### config.mk
export PLATFORM = sky130hd
export DESIGN_NAME = spike_threshold_timer
export DESIGN_NICKNAME = d
export VERILOG_FILES = /design/src/rtl/spike_threshold_timer_pkg.sv /design/src/rtl/spike_threshold_timer_therm2bin.sv /design/src/rtl/spike_threshold_timer.sv
export SDC_FILE = /design/constraint.sdc
export NUM_CORES = 1
export LEC_CHECK = 0
export BUFFER_PORTS_ARGS = -buffer_cell sky130_fd_sc_hd__buf_4
export CAP_MARGIN = 20
export CORE_AREA = 4 4 85 55
export DETAILED_ROUTE_END_ITERATION = 8
export DIE_AREA = 0 0 89 59
export PLACE_DENSITY = 0.68
export SETUP_SLACK_MARGIN = 0.05
export SLEW_MARGIN = 20
export SYNTH_ARGS = -nofsm -noshare
export SYNTH_HDL_FRONTEND = slang
export SYNTH_SLANG_ARGS = --single-unit
### constraint.sdc
create_clock -name clk -period 11.95 [get_ports clk]
set_input_delay 1.195 -clock clk [delete_from_list [all_inputs] [get_ports clk]]
set_output_delay 1.195 -clock clk [all_outputs]
set_load 0.01 [all_outputs]
### src/rtl/spike_threshold_timer_pkg.sv
// Shared definitions for the sort-consumer stages: widths, the default window
// length and the spike-timer state enumeration.
package sort_pkg;

  localparam int WINDOW_DEFAULT = 16;
  localparam int THERM_W        = 16;
  localparam int CNT_W          = 5;
  localparam int TIME_W         = 4;

  typedef enum logic [1:0] {
    ST_IDLE  = 2'd0,
    ST_ARMED = 2'd1,
    ST_FIRED = 2'd2,
    ST_DONE  = 2'd3
  } state_t;

endpackage

### src/rtl/spike_threshold_timer_therm2bin.sv
// Combinational decode of a sorted 16-bit thermometer into a 5-bit count plus a
// flag for vectors that are not a clean run of ones from bit 15 downward.
module therm2bin
  import sort_pkg::*;
(
  input  logic [THERM_W-1:0] therm,
  output logic [CNT_W-1:0]   count,
  output logic               malformed
);

  // A clean thermometer's popcount equals its run length from the top, and a
  // malformed vector is reported by popcount, so one adder tree covers both.
  always_comb begin
    count = '0;
    for (int i = 0; i < THERM_W; i++) begin
      count = count + CNT_W'(therm[i]);
    end
  end

  // Malformed exactly when some set bit sits directly below a clear bit.
  assign malformed = |(therm[THERM_W-2:0] & ~therm[THERM_W-1:1]);

endmodule

### src/rtl/spike_threshold_timer.sv
// Gamma-window spike timer: counts decoded spikes each cycle of a window and
// reports the first cycle at which the latched threshold is met.
module spike_threshold_timer
  import sort_pkg::*;
#(
  parameter int WINDOW = WINDOW_DEFAULT
) (
  input  logic               clk,
  input  logic               reset,
  input  logic               gamma_start,
  input  logic [CNT_W-1:0]   threshold,
  input  logic [THERM_W-1:0] therm_in,
  output logic               spike_out,
  output logic [TIME_W-1:0]  spike_time,
  output logic [CNT_W-1:0]   peak_count,
  output logic               done,
  output logic               busy,
  output logic               therm_err,
  output state_t             state_dbg
);

  localparam logic [TIME_W-1:0] LAST_T = TIME_W'(WINDOW - 1);

  state_t              state_q, state_d;
  logic [TIME_W-1:0]   t_q;
  logic [CNT_W-1:0]    thr_q;
  logic [CNT_W-1:0]    count;
  logic                malformed;
  logic                sampling;
  logic                hit;
  logic                last;

  therm2bin u_therm2bin (
    .therm     (therm_in),
    .count     (count),
    .malformed (malformed)
  );

  assign state_dbg = state_q;

  // Next state. gamma_start overrides everything, including a crossing or the
  // final sample of the window being aborted.
  always_comb begin
    sampling = (state_q == ST_ARMED) || (state_q == ST_FIRED);
    hit      = (state_q == ST_ARMED) && (thr_q != '0) && (count >= thr_q);
    last     = sampling && (t_q == LAST_T);
    state_d  = state_q;
    if (gamma_start) begin
      state_d = ST_ARMED;
    end else begin
      unique case (state_q)
        ST_IDLE:  state_d = ST_IDLE;
        ST_ARMED: begin
          if (last)     state_d = ST_DONE;
          else if (hit) state_d = ST_FIRED;
        end
        ST_FIRED: begin
          if (last) state_d = ST_DONE;
        end
        ST_DONE:  state_d = ST_IDLE;
        default:  state_d = ST_IDLE;
      endcase
    end
  end

  always_ff @(posedge clk) begin
    if (reset) begin
      state_q    <= ST_IDLE;
      t_q        <= '0;
      thr_q      <= '0;
      spike_out  <= 1'b0;
      spike_time <= '0;
      peak_count <= '0;
      done       <= 1'b0;
      busy       <= 1'b0;
      therm_err  <= 1'b0;
    end else begin
      state_q   <= state_d;
      spike_out <= 1'b0;
      done      <= 1'b0;
      busy      <= (state_d == ST_ARMED) || (state_d == ST_FIRED);
      if (gamma_start) begin
        t_q        <= '0;
        thr_q      <= threshold;
        peak_count <= '0;
        therm_err  <= 1'b0;
        spike_time <= '0;
      end else if (sampling) begin
        t_q <= last ? '0 : t_q + 1'b1;
        if (count > peak_count) peak_count <= count;
        if (malformed)          therm_err  <= 1'b1;
        if (hit) begin
          spike_out  <= 1'b1;
          spike_time <= t_q;
        end
        if (last) done <= 1'b1;
      end
    end
  end

endmodule

* Word level (Yosys, flattened, before mapping)
Cells that the tools add are included.
** Operators by class
- Eq/ne operators :: 6
- Mux-type cells :: 8
- Bitwise operators :: 3
- Magnitude comparators :: 2
- Reduce and logical (&&, ||, !) cells :: 14
- $add $sub $neg :: 16
** Operators with widths (count)
- 5-bit by 1-bit adder with 5-bit output :: 14
- 15-bit bitwise AND :: 1
- 15-bit NOT :: 1
- 15-bit OR reduction :: 1
- 2-bit two-way mux :: 4
- 2-bit == test, second input constant :: 3
- 2-bit one-hot mux with 3 select lines :: 1
- 2-bit AND reduction :: 3
- 5-bit greater-or-equal comparator :: 1
- 5-bit greater-than comparator :: 1
- 5-bit nonzero test :: 1
- 4-bit by 1-bit adder with 4-bit output, second input constant :: 1
- 2-bit by 1-bit == test with 1-bit output, second input constant :: 2
- 4-bit == test, second input constant :: 1
- 4-bit two-way mux :: 1
- 2-bit OR reduction :: 2
- 1-bit logical AND :: 3
- 3-bit OR reduction :: 1
- 1-bit by 1-bit adder with 2-bit output :: 1
- 2-bit zero test :: 1
- 1-bit logical OR :: 2
- 1-bit two-way mux :: 2
- 1-bit NOT :: 1
** Word-level totals
- Output and inout bits :: 15
- Bits in registers :: 24
- Bits of input ports :: 24
- Logic and storage cells :: 58

* Depth between registers and ports, before layout
- Depth in word-level cells :: 23
- Depth in mapped cells :: 19
- Mapped depth without buffers :: 19

* By module
Synthesis repeated with hierarchy kept, for this count alone.
** Second synthesis, totals
- Cell total of the unflattened synthesis :: 199
- Area, all modules :: 1731.7 um^2
** Modules (own cells, without submodules)
- spike_threshold_timer :: area an instance 1228.7 um^2, seq. area each 480.5 um^2, times used 1, cells an instance 136
- therm2bin :: area an instance 503.0 um^2, seq. area each 0.0 um^2, times used 1, cells an instance 63

* Least setup slack after synthesis
OpenSTA, ideal clock, no wires.
- Path type :: input-to-reg
- Start point :: in therm_in[0]
- End point :: reg busy
- Arrival time :: 5.524 ns
- Setup slack :: 6.305 ns
- Required time :: 11.828 ns
- Stages on the path :: 15
- Path through :: ha_1 > inv_1 > fa_1 > fa_1 > fa_1 > fa_1 > fa_1 > fa_1 > xnor2_1 > ha_1 > a21oi_1 > o21ai_1 > a31oi_4 > nor2_2 > o311a_1
** On the way
- Cells in the longest elaborated chain, start to end :: 23
- Elaborated cells between the ends (all ways) :: 24
- Those cells by class :: add/sub (15); order compare (1); eq/ne (2); mux (4); reduce/logical (2)
** Ends and longest elaborated chain
- from (decl) :: RTL line spike_threshold_timer.sv:12 : input logic [THERM_W-1:0] therm_in,
- 1-bit by 1-bit adder with 2-bit output * :: RTL line spike_threshold_timer_therm2bin.sv:16 : count = count + CNT_W'(therm[i]);
- 5-bit by 1-bit adder with 5-bit output * (14 in series) :: RTL line spike_threshold_timer_therm2bin.sv:16
- named net count[2] :: RTL line spike_threshold_timer.sv:27 : logic [CNT_W-1:0] count;
- 5-bit greater-or-equal comparator * :: RTL line spike_threshold_timer.sv:45 : hit = (state_q == ST_ARMED) && (thr_q != '0) && (count >= thr_q);
- 1-bit logical AND * :: RTL line spike_threshold_timer.sv:45
- 2-bit two-way mux * :: RTL line spike_threshold_timer.sv:55 : else if (hit) state_d = ST_FIRED;
- 2-bit two-way mux * :: RTL line spike_threshold_timer.sv:54 : if (last) state_d = ST_DONE;
- 2-bit one-hot mux with 3 select lines * :: RTL line spike_threshold_timer.sv:51 : unique case (state_q)
- 2-bit two-way mux * :: RTL line spike_threshold_timer.sv:48 : if (gamma_start) begin
- 2-bit by 1-bit == test with 1-bit output / 2-bit == test (equally long branches) :: RTL line spike_threshold_timer.sv:81 : busy <= (state_d == ST_ARMED) || (state_d == ST_FIRED);
- 1-bit logical OR * :: RTL line spike_threshold_timer.sv:81
- to (signal assigned) :: RTL line spike_threshold_timer.sv:81
- to (decl) :: RTL line spike_threshold_timer.sv:17 : output logic busy,
The timed path passes the listed nets; every way through them passes the cells marked *.
A chain may end at the register's enable or synchronous reset.

* Worst setup path in the final report
Same ends and word-level chain as after synthesis.

==> impl_metrics.tcl <==
set metrics [dict create \
    clock_latency_ns 0.27 \
    cts_setup_buffers 0 \
    drc 0 \
    ctsHoldBuffers 0 \
    crit_path_max_incr_delay_ns 0.55 \
    dr_total_vias 1410 \
    synth.distinct_cells 41 \
    fin_setup_tns_ns 0 \
    crit_buf_inv 2 \
    final_cell_mix "buf_4, inv_1, dfxtp_1" \
    cts_buffer_depth 2 \
    yosys_warnings 0 \
    grt_pass1_vias 1338 \
    finalMaxSlewViolations 0 \
    antenna_left 0 \
    post-route-util_pct 53.6 \
    cts.sinks 24 \
    final_common_cell "buf_4" \
    worstSetupStartpointType "input port" \
    seq_power_share_pct 22.1 \
    placed_cells 275 \
    io_pins 39 \
    antenna_found_initial 0 \
    initial_core_util_pct 43.8 \
    crit_type "in2reg" \
    status "finished, final reports clean" \
    ys_seq_area_share_pct 27.8 \
    drtIter0Drc 96 \
    synth_top_area_share_pct 27.8 \
    fill_cells 361 \
    drive_gt1_share_pct 22.7 \
    intPower_uw 239 \
    synth_cells 192 \
    io_buffers 38 \
    max_slew.worst_pin.slew_ns 0.540 \
    fmax_mhz 173 \
    p_total_uw 414 \
    cts_inserted_buffers 3 \
    synthTopCellsByArea "dfxtp_1, ha_1, fa_1, inv_1, mux2i_1" \
    total_leakage_power_uw 0.000999 \
    cts-root-buf "clkbuf_8" \
    yosys.area.top_type "dfxtp_1" \
    period_needed_ns 5.78 \
    die-height_um 59 \
    finClkSkew_ns 0.00491 \
    period_share_pct 48.4 \
    dp.final_hpwl_um 3140 \
    grt_usage_pct 15.9 \
    grt_pass1_wl_um 6400 \
    gr-total-overflow 0 \
    clkSlewWorstSetupHoldPaths_ns 0.08 \
    multi_input_comb_area_sq_um 1080 \
    die_w_um 89 \
    cp_cell_sequence "buf_4 > ha_1 > inv_1 > fa_1 > fa_1 > fa_1 > fa_1 > fa_1 > fa_1 > xnor2_1 > ha_1 > a21oi_1 > o21ai_1 > a31oi_4 > nor2_2 > o311a_1" \
    dieArea_sq_um 5250 \
    relSlewSlack_pct 64.0 \
    post_cts_resized 0 \
    power_density_nw_per_um2 196 \
    finalSetupViolCount 0 \
    switchingPower_uw 175 \
    crit_top_cell "fa_1" \
    required_ns 12.11 \
    cap_viol_max_count 0 \
    seq_area_sq_um 480 \
    diodes 0 \
    crit_slowest_cell "fa_1" \
    fin_cells 279 \
    routed_wl_um 3750 \
    finalHoldViolations 0 \
    wl_per_cell_um 13.4 \
    htree_levels 1 \
    syn_area_sq_um 1730 \
    hold_class "reg2reg" \
    grt_setup_unrepaired "no" \
    swShare_pct 42.3 \
    dr.pass1.iters 4 \
    finalNetCount 282 \
    ir_drop_v 0.000107 \
    syn_nets 244 \
    synth.avg_cell_area_sq_um 9.00 \
    syn2layout_area_growth_pct 22.2 \
    clkPwrFrac_pct 17.2 \
    whs_ns 0.483 \
    path_delay_family "adder cells" \
    arrival_ns 5.94 \
    cp-end-kind "flop" \
    ys_seq_elements 24 \
    p_comb_share_pct 60.7 \
    gp_congestion 0.858 \
    path_max_fanout 6 \
    rows 18 \
    cts_tree "yes" \
    core_sq_um 3940 \
    grt_max_degree 16 \
    viasPerCell 5.05 \
]
==> worst register-to-register path, delay by kind of cell, from the launching register on <==
kind / cells / cell delay [ns]
adders and majority gates: 1 / 0.43
buffers and inverters: 2 / 0.21
and+or+nand+nor: 1 / 0.08
DFF: 1 / 0.36
AOI/OAI and AO/OA: 3 / 0.76
==> per-stage QoR <==
step | cell area (sq um) | setup WS, ns
6_report | 2110 | 6.17
3_5_place_dp | 2040 | 5.90
2_1_floorplan | 1730 | 6.30
4_1_cts | 2110 | 6.18
3_3_place_gp | 2040 | 6.03
5_1_grt | 2110 | 5.85
==> per-layer routing <==
layer	part of all wire [%]	vias to the layer above	global-route usage [%]
met5	0	-	0
met4	0.53	0	2.55
met3	9.6	2	5.28
met2	38	48	20.5
met1	51	637	25.4
li1	-	723	-
==> worst paths after layout <==
| path | startpoint | to | slack, ns | depth (start not counted) |
|---|---|---|---|---|
| max reg2reg | state_dbg[0] | peak_count[0] | 10.04 | 7 |
| min | therm_err | therm_err | 0.48 | 1 |
| max | therm_in[0] | busy | 6.17 | 16 |
| min reg2reg | therm_err | therm_err | 0.48 | 1 |
==> cells by family after synthesis <==
kind of cell / count (synthesis) / share of synthesized area [%]
fa+ha+maj: 28 / 24.6
simple gates: 45 / 12.7
xor+xnor: 4 / 2.03
buf+inv: 40 / 9.70
flops: 24 / 27.8
compound gates: 43 / 18.5
mux: 8 / 4.63
==> cell usage after synthesis, drive strengths merged <==
master	number
o31ai	3
inv	35
ha	18
xnor2	3
dfxtp	24
buf	1
o311a	1
xor2	1
or4	1
o21a	3
o41ai	1
a211oi	3
a21o	2
or2b	1
o21bai	2
o221ai	1
nor3	3
a31o	1
a41oi	1
nand3	9
mux2i	8
a222oi	1
a21oi	13
nor2b	5
nor2	19
nand2	4
or2	1
fa	10
clkbuf	4
and3	1
a31oi	3
a311oi	1
o21ai	7
nor4	1
==> area by class of cell <==
class                      count  area share, %
multi-input combinational    128           51.2
sequential                    24           22.8
clock inverter                 1           1.42
clock buffer                   3           1.96
timing repair buffer          38           13.5
tap                           50           2.96
inverter                      35           6.22
==> sequential cells by signal, indices dropped and copies added (netlist names) <==
| name | cells |
|---|---|
| therm_err | 1 |
| spike_out | 1 |
| spike_time | 4 |
| state_dbg | 2 |
| thr_q | 5 |
| t_q | 4 |
| done | 1 |
| peak_count | 5 |
| busy | 1 |
==> power groups by stage <==
stage	Combinational [uW]	Sequential, uW	Clock, uW
floorplan	187	94.7	0
global placement	245	93.2	0
detailed placement	249	93.3	0
CTS	251	91.5	73.3
global route	286	92.4	76.7
finish	251	91.3	71.2
Power figures use the tool's default switching activity.
